### src/rtl/uart_receiver.sv
// UART receiver with oversampled bit timing, 6-9 data bits, optional
// even/odd parity and one or two stop bits. Words are presented
// right-justified with a valid/ack handshake plus overrun and parity flags.
module uart_receiver #(
  parameter int OVERSAMPLE = 8
) (
  input  logic       i_clk,
  input  logic       i_rst,
  input  logic       i_ce,
  input  logic [1:0] i_length,
  input  logic       i_stop2,
  input  logic       i_parity,
  input  logic       i_odd,
  input  logic       i_rx,
  input  logic       i_ack,
  output logic [8:0] o_data,
  output logic       o_valid,
  output logic       o_busy,
  output logic       o_overrun_err,
  output logic       o_parity_err
);

  localparam int CW = $clog2(OVERSAMPLE);
  localparam logic [CW-1:0] HALF_LAST = CW'(OVERSAMPLE / 2 - 1);
  localparam logic [CW-1:0] FULL_LAST = CW'(OVERSAMPLE - 1);

  typedef enum logic [2:0] {
    IDLE   = 3'd0,
    START  = 3'd1,
    DATA   = 3'd2,
    PARITY = 3'd3,
    STOP1  = 3'd4,
    STOP2  = 3'd5
  } state_t;

  state_t      state_q, state_d;
  logic [CW-1:0] tickCnt_q, tickCnt_d;
  logic [3:0]  bitIdx_q, bitIdx_d;
  logic [8:0]  shiftReg_q, shiftReg_d;
  logic        parBit_q, parBit_d;
  logic [1:0]  length_q, length_d;
  logic        stop2_q, stop2_d;
  logic        parityEn_q, parityEn_d;
  logic        odd_q, odd_d;
  logic [8:0]  data_q, data_d;
  logic        valid_q, valid_d;
  logic        overrun_q, overrun_d;
  logic        parErr_q, parErr_d;
  logic        rxMeta_q, rxSync_q;
  logic [3:0]  lastIdx;
  logic        complete;

  // Two-flop synchronizer for the asynchronous serial line, idles high
  always_ff @(posedge i_clk) begin
    if (!i_rst) begin
      rxMeta_q <= 1'b1;
      rxSync_q <= 1'b1;
    end else begin
      rxMeta_q <= i_rx;
      rxSync_q <= rxMeta_q;
    end
  end

  // FSM state register; reset aborts any frame in progress
  always_ff @(posedge i_clk) begin
    if (!i_rst) begin
      state_q <= IDLE;
    end else begin
      state_q <= state_d;
    end
  end

  // Frame datapath and output registers
  always_ff @(posedge i_clk) begin
    if (!i_rst) begin
      tickCnt_q  <= '0;
      bitIdx_q   <= '0;
      shiftReg_q <= '0;
      parBit_q   <= 1'b0;
      length_q   <= '0;
      stop2_q    <= 1'b0;
      parityEn_q <= 1'b0;
      odd_q      <= 1'b0;
      data_q     <= '0;
      valid_q    <= 1'b0;
      overrun_q  <= 1'b0;
      parErr_q   <= 1'b0;
    end else begin
      tickCnt_q  <= tickCnt_d;
      bitIdx_q   <= bitIdx_d;
      shiftReg_q <= shiftReg_d;
      parBit_q   <= parBit_d;
      length_q   <= length_d;
      stop2_q    <= stop2_d;
      parityEn_q <= parityEn_d;
      odd_q      <= odd_d;
      data_q     <= data_d;
      valid_q    <= valid_d;
      overrun_q  <= overrun_d;
      parErr_q   <= parErr_d;
    end
  end

  // Index of the final data bit for the frame's latched length code
  always_comb begin
    lastIdx = 4'd7;
    case (length_q)
      2'd0: lastIdx = 4'd7;
      2'd1: lastIdx = 4'd8;
      2'd2: lastIdx = 4'd6;
      2'd3: lastIdx = 4'd5;
      default: lastIdx = 4'd7;
    endcase
  end

  // Next-state and datapath updates; sampling only happens on ticks,
  // while the ack handshake is serviced on every clock
  always_comb begin
    state_d    = state_q;
    tickCnt_d  = tickCnt_q;
    bitIdx_d   = bitIdx_q;
    shiftReg_d = shiftReg_q;
    parBit_d   = parBit_q;
    length_d   = length_q;
    stop2_d    = stop2_q;
    parityEn_d = parityEn_q;
    odd_d      = odd_q;
    data_d     = data_q;
    valid_d    = valid_q;
    overrun_d  = overrun_q;
    parErr_d   = parErr_q;
    complete   = 1'b0;

    if (i_ce) begin
      case (state_q)
        IDLE: begin
          if (!rxSync_q) begin
            state_d    = START;
            tickCnt_d  = '0;
            bitIdx_d   = '0;
            shiftReg_d = '0;
            length_d   = i_length;
            stop2_d    = i_stop2;
            parityEn_d = i_parity;
            odd_d      = i_odd;
          end
        end
        START: begin
          if (tickCnt_q == HALF_LAST) begin
            tickCnt_d = '0;
            state_d   = rxSync_q ? IDLE : DATA;
          end else begin
            tickCnt_d = tickCnt_q + 1'b1;
          end
        end
        DATA: begin
          if (tickCnt_q == FULL_LAST) begin
            tickCnt_d            = '0;
            shiftReg_d[bitIdx_q] = rxSync_q;
            if (bitIdx_q == lastIdx) begin
              state_d = parityEn_q ? PARITY : STOP1;
            end else begin
              bitIdx_d = bitIdx_q + 4'd1;
            end
          end else begin
            tickCnt_d = tickCnt_q + 1'b1;
          end
        end
        PARITY: begin
          if (tickCnt_q == FULL_LAST) begin
            tickCnt_d = '0;
            parBit_d  = rxSync_q;
            state_d   = STOP1;
          end else begin
            tickCnt_d = tickCnt_q + 1'b1;
          end
        end
        STOP1: begin
          if (tickCnt_q == FULL_LAST) begin
            tickCnt_d = '0;
            if (stop2_q) begin
              state_d = STOP2;
            end else begin
              complete = 1'b1;
            end
          end else begin
            tickCnt_d = tickCnt_q + 1'b1;
          end
        end
        STOP2: begin
          if (tickCnt_q == FULL_LAST) begin
            tickCnt_d = '0;
            complete  = 1'b1;
          end else begin
            tickCnt_d = tickCnt_q + 1'b1;
          end
        end
        default: begin
          state_d = IDLE;
        end
      endcase
    end

    if (complete) begin
      state_d   = IDLE;
      data_d    = shiftReg_q;
      parErr_d  = parityEn_q & ((^shiftReg_q ^ parBit_q) != odd_q);
      overrun_d = valid_q & ~i_ack;
      valid_d   = 1'b1;
    end else if (i_ack) begin
      valid_d = 1'b0;
    end
  end

  assign o_data        = data_q;
  assign o_valid       = valid_q;
  assign o_busy        = (state_q != IDLE);
  assign o_overrun_err = overrun_q;
  assign o_parity_err  = parErr_q;

endmodule

### config.mk
export PLATFORM = sky130hd
export DESIGN_NAME = uart_receiver
export DESIGN_NICKNAME = d
export VERILOG_FILES = /design/src/rtl/uart_receiver.sv
export SDC_FILE = /design/constraint.sdc
export NUM_CORES = 1
export LEC_CHECK = 0
export CORE_MARGIN = 1.5
export CORE_UTILIZATION = 56
export DETAILED_ROUTE_END_ITERATION = 12
export PLACE_DENSITY = 0.79
export SYNTH_ARGS = -nofsm -noshare
export SYNTH_HDL_FRONTEND = slang
export SYNTH_SLANG_ARGS = --single-unit
### constraint.sdc
create_clock -name i_clk -period 2.07 [get_ports i_clk]
set_clock_uncertainty 0.15 [all_clocks]
set_input_delay 0.3105 -clock i_clk [delete_from_list [all_inputs] [get_ports i_clk]]
set_output_delay 0.3105 -clock i_clk [all_outputs]
set_load 0.01 [all_outputs]
# After elaboration in Yosys (flattened, before gate mapping)
# Index checks and enable logic that the tools add are counted.
[word_totals]
mem_bits_rw = 0
out_inout_bits = 13
reg_bits = 39
latchBits = 0
in_bits = 10
elab_cells = 94
mem_count = 0
mem_bits_ro = 0
[op_classes]
n_div = 0
multipliers = 0
shift = 0
eq_ne = 20
n_reduce_logical = 16
magnitude_cmp = 2
addsub = 2
bitwise = 7
mux = 32
[op_table]
columns = ["op", "count"]
rows = [
  ["3-bit 2-to-1 mux", 11],
  ["9-bit 2-to-1 mux", 2],
  ["3-bit one-hot mux with 6 select lines", 1],
  ["9-bit one-hot mux with 2 select lines", 1],
  ["2-bit inequality test (second input constant)", 8],
  ["4-bit one-hot mux with 4 select lines", 1],
  ["4-bit 2-to-1 mux", 3],
  ["9-bit bitwise mux", 1],
  ["3-bit by 2-bit == test with 1-bit output (second input constant)", 3],
  ["3-bit == test (second input constant)", 3],
  ["3-bit one-hot mux with 3 select lines", 1],
  ["3-bit AND reduction", 3],
  ["9-bit AND reduction", 1],
  ["9-bit XOR reduction", 1],
  ["4-bit one-hot mux with 2 select lines", 1],
  ["1-bit 2-to-1 mux", 7],
  ["3-bit nonzero test", 2],
  ["4-bit by 5-bit < comparator with 1-bit output (second input constant)", 1],
  ["5-bit AND reduction", 1],
  ["4-bit by 1-bit adder with 4-bit output (second input constant)", 1],
  ["1-bit demux with 4-bit select", 1],
  ["2-bit == test (second input constant)", 2],
  ["4-bit == test", 1],
  ["4-bit by 1-bit greater-or-equal comparator with 1-bit output (second input constant)", 1],
  ["16 further kinds", 21],
]

# Logic depth before layout (Yosys ltp)
# Gate-level depths: netlist of run 1.
[logic_depth]
depth_word = 7
depth_mapped = 7
mapped_depth_nobuf = 7

# Worst setup path after synthesis of run 1
# Ideal clock, no wire load.
[synth_timing]
path_kind = "register -> register"
start = "register tickCnt_q[0]"
end = "register data_q[4], in the netlist o_data[4]"
required_time_ps = 1804
synth_period_minus_slack_ps = 1905
arrival_time_ps = 1639
path_stages_with_launch = 8
slack_ps = 165
path_buffers = 1
setup_time_ps = 116
path_cell_list = "dfxtp_1 ha_1 ha_1 nand4_1 a21oi_2 buf_2 mux2i_1 nor2b_1"
[synth_between]
elab_chain_cells = 4
elab_cells_between_ends = 5
cone_classes = "eq/ne: 1; mux: 4"
[synth_lines]
columns = ["element", "line", "text"]
rows = [
  ["start: declaration", "37", "logic [CW-1:0] tickCnt_q, tickCnt_d;"],
  ["start signal: assignment", "89", "tickCnt_q <= tickCnt_d;"],
  ["3-bit == test (*)", "179, 191", ""],
  ["1-bit 2-to-1 mux, on equally long branches", "191, 179", ""],
  ["1-bit one-hot mux with 2 select lines (*)", "135", "case (state_q)"],
  ["1-bit 2-to-1 mux (*)", "134", "if (i_ce) begin"],
  ["end signal: assignment", "97", "data_q <= data_d;"],
  ["end: declaration", "45", "logic [8:0] data_q, data_d;"],
]
# Every way passes the cells marked *; elsewhere a longest branch is shown, timed or not.
# A chain may end at the register's enable or synchronous reset.

# Final worst setup path of run 1
[layout_timing]
start = "register length_q[1]"
end = "register bitIdx_q[3]"
[layout_between]
elab_chain_cells = 5
elab_cells_between_ends = 8
cone_classes = "eq/ne: 5; mux: 1; reduce/logical: 2"
[layout_lines]
columns = ["element", "line", "text"]
rows = [
  ["start: declaration", "41", "logic [1:0] length_q, length_d;"],
  ["start signal: assignment", "93", "length_q <= length_d;"],
  ["2-bit == test, or another cell as far along", "107", "case (length_q)"],
  ["4-bit one-hot mux with 4 select lines (*)", "107", ""],
  ["4-bit == test (*)", "160", "if (bitIdx_q == lastIdx) begin"],
  ["2-bit inequality test (no source line) (*)", "-", ""],
  ["5-bit AND reduction (no source line) (*)", "-", ""],
  ["end signal: assignment", "90", "bitIdx_q <= bitIdx_d;"],
  ["end: declaration", "38", "logic [3:0] bitIdx_q, bitIdx_d;"],
]
# Marks and branches as above.

==> key figures, run 1 <==
Status
  – Status: finished, final reports clean

GRT
  – Global-route wire length before repair: 7.16 mm
  – Initial antenna violation count: 0
  – Grt ovf: 0
  – Vias in the first global route: 1600
  – Largest net degree at the start of global routing: 25
  – GR Util All Layers: 0.222

Logic synthesis
  – Mux share of post-synthesis cell area: 0.106
  – Adder-Cell Fraction of Synth Area: 0.0542
  – Sequential-to-total area share from yosys stat: 0.376
  – Synth warn: 0
  – Synthesized area per cell: 9.27 um2
  – Mapped Area: roughly 2100 um2
  – Post-synthesis share of cell area spent on xor and xnor gates: 0.0572
  – Post-Synthesis Cells: between 200 and 250
  – Ys flop type: dfxtp_1
  – Mapped Nets: between 200 and 250
  – Number of synthesized flops with an enable pin: 0
  – Distinct cells, synth: 45
  – #FFs+latches synth: 39
  – Largest family of logic cells by synthesized area: simple AND/OR/NAND/NOR gates
  – Synth Area in Simple Gates: 0.213
  – Post-synthesis compound-gate area fraction: 0.154
  – FFs w/ async S/R, synth: 0

Die
  – Full die area: 4080 um2
  – Initial Utilization: 0.603
  – Num rows: 21
  – Ports: 23
  – Die Y: 63.9 um
  – Die width: between 60 and 70 um
  – Core area: 3440 um2

STA
  – Worst-Margin Slew: 0.456 ns
  – Final hold violation count: 0
  – Final setup viols: 0
  – Fin. max-slew vios: 0
  – Slew HR: 0.695
  – Post-layout min period: just over 2 ns
  – Fmax: 496 MHz
  – Hold WS: 0.273 ns
  – RSZ-0062 raised after global routing: true
  – Tcrit/Tclk final: 0.973

Pwr
  – PwrDens: 531 nW/um2
  – Leak: approximately 0.97 nW
  – Maximum VDD drop: 0.465 mV

Detailed routing
  – Via count: 1692
  – DRC viols: 0
  – Wire per inst: 13.7 um
  – Iteration-0 DRC Markers: 82
  – Antenna-violating nets left: 0
  – Vias/cell: 5.57
  – Final WL: ~4.2 mm
  – Drt pass-1 iters: 4

Finish
  – Layout cells sized above 1: 0.128
  – Area grow syn2layout: 21.4%
  – Ant. Diodes: 0
  – NumNets Final: 276
  – Commonest non-fill, non-tap cell in the layout: dfxtp_1
  – Most frequent cells in the layout: dfxtp_1, mux2i_1, nor2b_1, clkdlybuf4s50_1, nor2_1
  – Final Cell Area: between 2000 and 3000 um2
  – Fillers: 269

Clock network
  – CTS tree: yes
  – Cts bufs inserted: 5
  – Clock tree sinks: 39
  – Clock slew at reported path FFs: 0.07 ns
  – Htree depth: 2
  – Clk root buf: clkbuf_8
  – Clock latency on the worst-skew pair: ~0.29 ns
  – Clk buf depth: 2
  – Hold_buf cts: 0

Worst setup path
  – Max incr delay on CP: 0.39 ns
  – Worst path top cell family by delay: compound AO/OA/AOI/OAI gates
  – Max FO, Critical Path: 4
  – Critical path class: register to register
  – Worst path arrival time: 2.05 ns
  – Worst path required time: 2.11 ns
  – CP startpoint kind: register
  – CP cell instances: inv_2, ha_4, and3b_1, o211ai_1, o21ai_1, o21a_1, o211a_1
  – CP Buf/Inv Count: 1
  – Critical path endpoint category: register
  – Crit-path slowest cell: o211ai_1

Placement
  – Final GP Congestion: approximately 0.86
  – DP Wirelength: 3.09 mm
  – Port Buf Inserts: 22
  – Cell Area, Placed: 2410 um2

Run
  – Max-cap violations: 0

Min path
  – Worst Hold Class: register to register
path summary, 6_finish.rpt:
kind / start / slack, ns / end / cells past startpoint
setup / recovery: length_q[1] / 0.06 / bitIdx_q[3] / 7
hold / removal: rxMeta_q / 0.27 / rxSync_q / 1
setup reg to reg: length_q[1] / 0.06 / bitIdx_q[3] / 7
hold reg to reg: rxMeta_q / 0.27 / rxSync_q / 1
timing repair:
item | in CTS | in global routing
setup endpoints to repair | 1 | 6
hold endpoints to repair | 0 | 0
gates resized for setup | 0 | 6
setup buffers | 0 | 0
pin swaps | 1 | 3
area by class of cell:
class / instances / area (um2) / share of cell area
Clock buffer: 6 / 72.6 / 0.0288
Clock inverter: 2 / 12.5 / 0.00496
Inverter: 10 / 37.5 / 0.0149
Multi-Input combinational cell: 167 / 1230 / 0.490
Sequential cell: 39 / 783 / 0.311
Tap cell: 46 / 57.6 / 0.0228
Timing Repair Buffer: 34 / 323 / 0.128
synthesized netlist by cell type, types with 2 or more instances:
master / instances / area share
a211oi_1: 4 / 0.014
a21boi_1: 7 / 0.025
a21oi_1: 10 / 0.024
a22oi_1: 3 / 0.011
and2_1: 2 / 0.0060
and3_1: 3 / 0.0090
buf_6: 2 / 0.011
clkbuf_1: 5 / 0.0090
dfxtp_1: 39 / 0.38
ha_1: 9 / 0.054
inv_1: 9 / 0.016
mux2i_1: 22 / 0.11
nand2_1: 10 / 0.018
nand2_2: 2 / 0.0060
nand2b_1: 6 / 0.018
nand3_1: 6 / 0.014
nand4_1: 2 / 0.0060
nor2_1: 14 / 0.025
nor2b_1: 22 / 0.066
nor3_1: 2 / 0.0048
o211a_1: 2 / 0.0096
o211ai_1: 3 / 0.011
o21a_1: 2 / 0.0072
o21ai_0: 6 / 0.014
o21ai_1: 3 / 0.0072
xnor2_1: 9 / 0.038
xor2_1: 2 / 0.0084
registers in the layout (all words and copies together) (netlist names), 2 cells and up:
signal	cells
length_q	2
state_q	3
bitIdx_q	4
shiftReg_q	9
tickCnt_q	3
o_data	9
through the flow:
stage          instances  setup slack (ns)  power, mW  TNS [ns]  utilization
2_1_floorplan        224             0.165      0.822         0            -
3_3_place_gp         296            0.0918      0.856         0        0.700
3_5_place_dp         296            0.0143      0.858         0        0.700
4_1_cts              304            0.0198       1.35         0        0.725
5_1_grt              304           -0.0184       1.39   -0.0332        0.732
6_report             304            0.0556       1.34         0        0.732
power by group:
group / total (mW) / leakage (nW) / switching (mW) / internal (mW)
logic: 0.0818 / 0.616 / 0.0368 / 0.0450
registers: 0.761 / 0.316 / 0.00502 / 0.756
clock network: 0.498 / 0.0412 / 0.262 / 0.235
kinds of logic (layout without fill, tap and decap cells):
logic type | count (synthesis) | count (layout)
buffers and inverters | 18 | 52
AO/OA/AOI/OAI | 46 | 46
flip-flops | 39 | 39
adder cells (fa/ha/maj) | 9 | 9
XOR/XNOR | 12 | 12
multiplexers | 22 | 22
AND/OR/NAND/NOR | 78 | 78
worst register-to-register path: stages (launching register included):
cell and delay [ns]:
dfxtp_2 0.35, inv_2 0.05, ha_4 0.15, and3b_1 0.19, o211ai_1 0.40, o21ai_1 0.21
o21a_1 0.22, o211a_1 0.21
layer usage:
metal | track usage | up-vias | wire (um) | share of wire
li1 | - | 850 | - | -
met1 | 0.272 | 794 | 1920 | 0.46
met2 | 0.389 | 43 | 2030 | 0.49
met3 | 0.0440 | 5 | 163 | 0.039
met4 | 0.0707 | 0 | 42 | 0.010
met5 | 0 | - | 0 | 0
Power figures use the tool's default switching activity.
==> run 2, diff against run 1 <==
Settings changed: PLACE_DENSITY 0.79 to 0.77.
==> run 2 against run 1 <==
Compared with the run above:
- the flow now finishes with violations (negative setup slack)
- flip-flop and latch count is the same
- setup slack lost 0.079 ns
- clock power grew 32%
- global-route usage grew 3.0 points
- total power grew 12%
- wire length grew 11%
- critical path depth is the same
- count of clock-buffer cells in the layout is the same
- via count grew 1.8%
- utilization grew 1.5 points
- combinational power grew 6.6%
- sequential power is essentially flat
- critical endpoint is now state_q[0]
==> key figures, run 2 (synthesis gave the netlist of run 1 again) <==
Min path
  – Worst Hold Class: register to register
  – Worst hold stages: 1

Finish
  – Ant. Diodes: 0
  – Area grow syn2layout: 23.8%
  – Layout cells sized above 1: 0.143
  – Most frequent cells in the layout: dfxtp_1, mux2i_1, nor2b_1, clkdlybuf4s50_1, nor2_1
  – FF+latch area: 785 um2
  – NumNets Final: ~280
  – Multi-input gate area: 1250 um2
  – Commonest non-fill, non-tap cell in the layout: dfxtp_1
  – Fillers: 266

Detailed routing
  – Wire per inst: between 15 and 20 um
  – Final WL: 4.61 mm
  – Iteration-0 DRC Markers: 101
  – Vias/cell: roughly 5.7
  – DRC viols: 0
  – Antenna-violating nets left: 0
  – Drt pass-1 iters: 4
  – Via count: 1722

Clock network
  – Htree depth: 2
  – Cts bufs inserted: 5
  – Clock slew at reported path FFs: 0.08 ns
  – CTS tree: yes
  – Clock latency on the worst-skew pair: 0.29 ns
  – Clk root buf: clkbuf_8
  – Clock tree sinks: 39
  – Clk buf depth: 2
  – Hold_buf cts: 0

STA
  – Post-layout min period: 2.09 ns
  – Setup TNS: -0.0237 ns
  – Final hold violation count: 0
  – Final setup viols: 1
  – Worst-Margin Slew: 0.591 ns
  – Fin. max-slew vios: 0
  – RSZ-0062 raised after global routing: true
  – Slew HR: 0.604
  – Fmax: 478 MHz
  – Worst Setup Slack, final: -0.0237 ns
  – Tcrit/Tclk final: 1.01
  – Hold WS: between 0.2 and 0.3 ns

Die
  – Num rows: 21
  – Core area: 3440 um2
  – Die width: 63.9 um
  – Die Y: 63.9 um
  – Full die area: 4080 um2
  – Ports: 23
  – Initial Utilization: 0.603

Worst setup path
  – Max incr delay on CP: 0.48 ns
  – CP cell instances: inv_2, ha_4, xnor2_4, o211ai_1, a221oi_2, mux2i_1, nor2_1
  – Worst r2r path cells: 7
  – Worst path required time: 2.11 ns
  – Crit-path slowest cell: a221oi_2
  – Critical path class: register to register
  – Levels on crit path: 7
  – Worst path top cell family by delay: compound AO/OA/AOI/OAI gates
  – CP startpoint kind: register
  – CP Buf/Inv Count: 1
  – Worst path arrival time: 2.13 ns
  – Critical path endpoint category: register
  – Max FO, Critical Path: 4

GRT
  – Grt ovf: 0
  – Largest net degree at the start of global routing: 30
  – Vias in the first global route: about 1700
  – Global-route wire length before repair: 7.83 mm
  – Initial antenna violation count: 0
  – GR Util All Layers: 0.253

Pwr
  – Flop pwr share: 0.505
  – Internal power: approximately 1.2 mW
  – Switching portion of total power: 0.207
  – Maximum VDD drop: 0.548 mV
  – Leak: 0.996 nW
  – Comb power frac: 0.058
  – PwrDens: 585 nW/um2
  – Clock power frac: 0.437
  – Switching power: approximately 310 uW

Status
  – Status: finished with violations
  – Failing checks: negative setup slack

Run
  – Max-cap violations: 0

Placement
  – Final GP Congestion: 0.846
  – DP Wirelength: 3.32 mm
  – Port Buf Inserts: 22
[run 2: worst paths after layout]
kind                     from          to  slack, ns
setup / recovery  length_q[1]  state_q[0]      -0.02
hold / removal       rxMeta_q    rxSync_q       0.27
setup reg to reg  length_q[1]  state_q[0]      -0.02
hold reg to reg      rxMeta_q    rxSync_q       0.27
[run 2: cell type report]
| type | instances | share of cell area |
|---|---|---|
| Clock inverter | 2 | 0.0136 |
| Multi-Input combinational cell | 167 | 0.487 |
| Tap cell | 46 | 0.0224 |
| Clock buffer | 6 | 0.0321 |
| Inverter | 10 | 0.0146 |
| Sequential cell | 39 | 0.305 |
| Timing Repair Buffer | 34 | 0.126 |
[run 2: what timing repair did]
| action | 4_1_cts | 5_1_grt |
|---|---|---|
| setup endpoints to repair | 3 | 7 |
| pin swaps | 3 | 4 |
| setup buffers | 0 | 1 |
| gates resized for setup | 7 | 3 |
[run 2: worst register-to-register path: cells and delay by family (launching register included)]
family | cells | cell delay (ns)
AOI/OAI and AO/OA | 2 | 0.75
DFF | 1 | 0.34
adders and majority gates | 1 | 0.27
muxes | 1 | 0.27
xor gates and xnor gates | 1 | 0.11
and+or+nand+nor | 1 | 0.06
buffers and inverters | 1 | 0.04
[run 2: routing by layer]
metal	track usage	share of wire	wire length, um
met5	0	0	0
met2	0.424	0.49	2250
met4	0.109	0.023	104
met1	0.297	0.45	2060
met3	0.0757	0.043	197
[run 2: power groups by stage]
stage | sequential, mW | combinational (mW) | clock, mW
floorplan | 0.776 | 0.0452 | 0
global placement | 0.776 | 0.0775 | 0
detailed placement | 0.777 | 0.0806 | 0
CTS | 0.759 | 0.0836 | 0.671
global route | 0.760 | 0.0948 | 0.708
finish | 0.759 | 0.0872 | 0.658
[run 2: through the flow]
stage / area [um2] / setup WS, ns / std cells / util / total power, mW
2_1_floorplan: 2080 / 0.165 / 224 / - / 0.822
3_3_place_gp: 2400 / 0.102 / 295 / 0.698 / 0.854
3_5_place_dp: 2400 / -0.0630 / 295 / 0.698 / 0.857
4_1_cts: 2550 / 0.00915 / 303 / 0.741 / 1.51
5_1_grt: 2570 / -0.0720 / 304 / 0.747 / 1.56
6_report: 2570 / -0.0237 / 304 / 0.747 / 1.50
==> run 3, diff against run 2 <==
Settings changed: PLACE_DENSITY 0.77 to 0.88.
Clock period 2.07 ns to 2.1 ns, I/O delays scaled along.
==> run 3 against run 2 <==
Compared with the run above:
- non-clock buffer count is the same
- global-route usage fell by 2.7 points
- sequential power fell by 1%
- worst hold slack improved by 0.0012 ns
- largest cell class unchanged
- sequential share of layout area increased by 0.43 points
- first-iteration DRC count fell by 9.9%
- highest routed layer unchanged
- critical endpoint unchanged
- the run now ends clean
- utilization shrank 1.4 points
- flip-flop and latch count did not move
- total power decreased by 10%
- wire length decreased by 8.2%
==> key figures, run 3 (synthesis gave the netlist of run 1 again) <==
Pwr
  – Leak: 0.979 nW
  – Maximum VDD drop: 0.474 mV
  – PwrDens: 534 nW/um2

Die
  – Die Y: 63.9 um
  – Ports: 23
  – Num rows: 21
  – Core area: 3440 um2
  – Full die area: a little over 4000 um2
  – Die width: 63.9 um
  – Initial Utilization: 0.603

Clock network
  – Clock tree sinks: 39
  – Htree depth: 2
  – Post-CTS setup buffers: 0
  – Clock latency on the worst-skew pair: 0.30 ns
  – Hold_buf cts: 0
  – Clk root buf: clkbuf_8
  – CTS tree: yes
  – Clock slew at reported path FFs: about 0.08 ns
  – Cts bufs inserted: 5
  – Clk buf depth: 2
  – PostCTS Resize Cnt: 0

Worst setup path
  – Critical path class: register to register
  – Worst path top cell family by delay: compound AO/OA/AOI/OAI gates
  – CP cell instances: ha_1, xnor2_2, o211ai_1, a221oi_2, mux2i_1, nor2_1
  – Crit-path slowest cell: a221oi_2
  – Worst path required time: about 2.2 ns
  – Critical path endpoint category: register
  – Worst path arrival time: 2.02 ns
  – CP Buf/Inv Count: 0
  – Max incr delay on CP: 0.41 ns
  – CP startpoint kind: register
  – Max FO, Critical Path: 4
  – Worst R2R Setup Slack: 0.13 ns

Finish
  – Layout cells sized above 1: 0.121
  – Most frequent cells in the layout: dfxtp_1, mux2i_1, nor2b_1, clkdlybuf4s50_1, nor2_1
  – Ant. Diodes: 0
  – Commonest non-fill, non-tap cell in the layout: dfxtp_1
  – Area grow syn2layout: 21.5%
  – NumNets Final: 276

GRT
  – GR Util All Layers: 0.225
  – Grt ovf: 0
  – Global-route wire length before repair: around 7 mm
  – Vias in the first global route: 1599
  – Largest net degree at the start of global routing: 27
  – Initial antenna violation count: 0

Detailed routing
  – Wire per inst: 14.0 um
  – Antenna-violating nets left: 0
  – Iteration-0 DRC Markers: 91
  – Vias/cell: 5.59
  – Via count: ~1700
  – Final WL: 4.24 mm
  – DRC viols: 0
  – Drt pass-1 iters: 4

Min path
  – Worst Hold Class: register to register

STA
  – Final hold violation count: 0
  – Worst-Margin Slew: 0.462 ns
  – Fmax: 507 MHz
  – Slew HR: 0.691
  – RSZ-0062 raised after global routing: false
  – Final setup viols: 0
  – Setup TNS: 0 ns
  – Hold WS: 0.271 ns
  – Tcrit/Tclk final: 0.938
  – Post-layout min period: 1.97 ns
  – Fin. max-slew vios: 0

Run
  – Max-cap violations: 0

Status
  – Status: finished, final reports clean

Placement
  – DP Wirelength: a little over 3 mm
  – Port Buf Inserts: 22
  – Final GP Congestion: between 0.9 and 1
run 3: changes by cell type in the layout (fill, tap and decap cells not counted):
cell / before / now
inv_1: 8 / 9
xnor2_4: 1 / 0
dfxtp_1: 36 / 39
xnor2_2: 0 / 1
ha_1: 7 / 8
inv_2: 2 / 1
dfxtp_2: 3 / 0
bufinv_16: 1 / 0
ha_2: 1 / 0
run 3: worst paths after layout:
path | start | endpoint | cells after the start
setup reg to reg | length_q[0] | state_q[0] | 6
hold / removal | rxMeta_q | rxSync_q | 1
setup / recovery | length_q[0] | state_q[0] | 6
hold reg to reg | rxMeta_q | rxSync_q | 1
run 3: per-stage QoR:
| stage | setup WS [ns] | area (um2) | util | power (mW) | cells |
|---|---|---|---|---|---|
| 3_3_place_gp | 0.0870 | 2410 | 0.700 | 0.843 | 296 |
| 2_1_floorplan | 0.195 | 2080 | - | 0.810 | 224 |
| 3_5_place_dp | 0.00425 | 2410 | 0.700 | 0.845 | 296 |
| 5_1_grt | 0.0101 | 2520 | 0.733 | 1.39 | 303 |
| 6_report | 0.129 | 2520 | 0.733 | 1.35 | 303 |
| 4_1_cts | 0.0643 | 2500 | 0.726 | 1.35 | 303 |
run 3: report_power, final:
group | total [mW] | internal, mW | switching, mW | leakage (nW)
Sequential | 0.749 | 0.745 | 0.00426 | 0.315
Combinational | 0.0807 | 0.0435 | 0.0372 | 0.617
Clock | 0.517 | 0.258 | 0.259 | 0.0470
run 3: layout make-up:
type / count / area [um2]
clock buffers: 6 / 82.6
clock inverters: 1 / 5.00
fillers: 257 / 918
inverters: 10 / 37.5
multi-input cells: 167 / 1240
flip-flops and latches: 39 / 781
well taps: 46 / 57.6
repair buffers: 34 / 323
run 3: worst reg2reg max path: cells and delay by family (launching register included):
kind / cells / cell delay [ns]
adders and majority gates: 1 / 0.33
muxes: 1 / 0.22
and+or+nand+nor: 1 / 0.05
xor gates and xnor gates: 1 / 0.15
DFF: 1 / 0.34
AOI/OAI and AO/OA: 2 / 0.62
run 3: metal layers:
metal  part of all wire  global-route usage  vias up
met1               0.47               0.283      802
li1                   -                   -      845
met4              0.022               0.117        0
met3              0.043              0.0405        8
met5                  0                   0        -
met2               0.47               0.367       40
==> patch (config.mk and constraints of run 2) <==
Encoding of `state_t`: now Gray code (3 bits for 6 states).
--- a/src/rtl/uart_receiver.sv
+++ b/src/rtl/uart_receiver.sv
@@ -25,12 +25,12 @@
   localparam logic [CW-1:0] FULL_LAST = CW'(OVERSAMPLE - 1);
 
   typedef enum logic [2:0] {
-    IDLE   = 3'd0,
-    START  = 3'd1,
-    DATA   = 3'd2,
-    PARITY = 3'd3,
-    STOP1  = 3'd4,
-    STOP2  = 3'd5
+    IDLE   = 3'b000,
+    START  = 3'b001,
+    DATA   = 3'b011,
+    PARITY = 3'b010,
+    STOP1  = 3'b110,
+    STOP2  = 3'b111
   } state_t;
 
   state_t      state_q, state_d;
Behaviour: no difference found for any inputs over 10 cycles, from zero or initial values and one cycle with i_rst low; not proved beyond that.
==> patch against run 2 <==
Non-clock buffer count is 1 lower; critical path depth is the same; wire length fell by 13%; final area fell by 0.63%; synthesized cell count grew 3.6%; power shrank 8.9%; utilization decreased by 4.9 points; synthesized area is 3.6% higher; sequential cell count stayed put; worst setup slack better by 120 ps; first-iteration DRC count increased by 5.9%; combinational power is 13% higher; largest cell class unchanged; largest power group unchanged; highest routed layer unchanged.
==> patch: results (changes against run 2) <==
filler cell count in the final layout 290 (+9.0%); via count 1638 (-4.9%); inverter count of the layout excluding clock inverters 9 (-1); IR Drop Worst-Case VDD 0.4724 mV (-14%); CP max stage cell sky130_fd_sc_hd__o41a_1; Nets 281 (+1.8%); Non-Clock Buffer Count 33 (-2.9%); combined area of the multi-input logic cells 1261 sq um (+0.80%); multi-input gates 172 (+3.0%); net count after synthesis 253 (+4.1%); max_slew headroom 0.6997 (+0.09542); non-clock buffer contribution to total cell area 0.1283 (+0.002758); global placer's final weighted congestion 0.8262 (-2.4%); Synth Area in Compound Gates 0.1035 (-0.05007); share of cells above drive strength 1 0.1341 (-0.009311); clk cell area share 0.03330 (-0.01244); Storage cell area 787.0 sq um (+0.32%); Sequential Power Share 0.559 (+0.054); xor and xnor area share after synthesis 0.05294 (-0.004291); initial drt markers 107 (+5.9%); worst slack after detailed placement 71.87 ps (+134.9 ps); number of distinct standard cells referenced by the synthesized netlist 48 (+6.7%); status completed; reg-to-reg setup timing slack 100 ps (+120 ps); cells taking the most area after synthesis sky130_fd_sc_hd__dfxtp_1 (36%), sky130_fd_sc_hd__mux2i_1 (12%), sky130_fd_sc_hd__ha_1 (6.4%), sky130_fd_sc_hd__nor2b_1 (6.1%), sky130_fd_sc_hd__xnor2_1 (3.7%); switching part of the total power 0.2377 (+0.03039); sequential element share of the synthesized area 0.3630 (-0.01290); DP HPWL 2893 um (-13%); wire length of the first global-routing pass 6948 um (-11%); multiplexer fraction of the synthesized cell area 0.1163 (+0.01032); static power due to leakage 0.9963 nW (about the same); via count of the first global-routing pass 1488 (-13%); highest cell delay on the worst timing path 390 ps (-90 ps); adder-cell share of the synthesized area 0.06399 (+0.009774); smallest hold slack 261.1 ps (-8.677 ps); post-detailed-route wirelength per cell 13.02 um (-14%)
==> patch: changes by cell type after synthesis, moves of 3 or more <==
| cell | delta |
|---|---|
| sky130_fd_sc_hd__a22oi_1 | -3 |
| sky130_fd_sc_hd__and2_1 | +9 |
| sky130_fd_sc_hd__nand3_1 | +8 |
| sky130_fd_sc_hd__a211oi_1 | -3 |
| sky130_fd_sc_hd__a21boi_1 | -6 |
| sky130_fd_sc_hd__mux2i_1 | +3 |
| sky130_fd_sc_hd__nand2_1 | +10 |
| sky130_fd_sc_hd__a21oi_1 | -6 |
| sky130_fd_sc_hd__buf_4 | +3 |
| sky130_fd_sc_hd__nor2_1 | -7 |
==> patch: per-layer routing <==
layer  GRT usage  wire (um)
met5           0          0
met2      0.3247       1733
met1      0.2999       2057
met4      0.1037         54
met3     0.03646        178
==> patch: per-stage QoR <==
step | area [sq um] | instances
global route | 2555 | 309
global placement | 2439 | 300
floorplan | 2151 | 232
detailed placement | 2439 | 300
CTS | 2525 | 308
finish | 2555 | 309
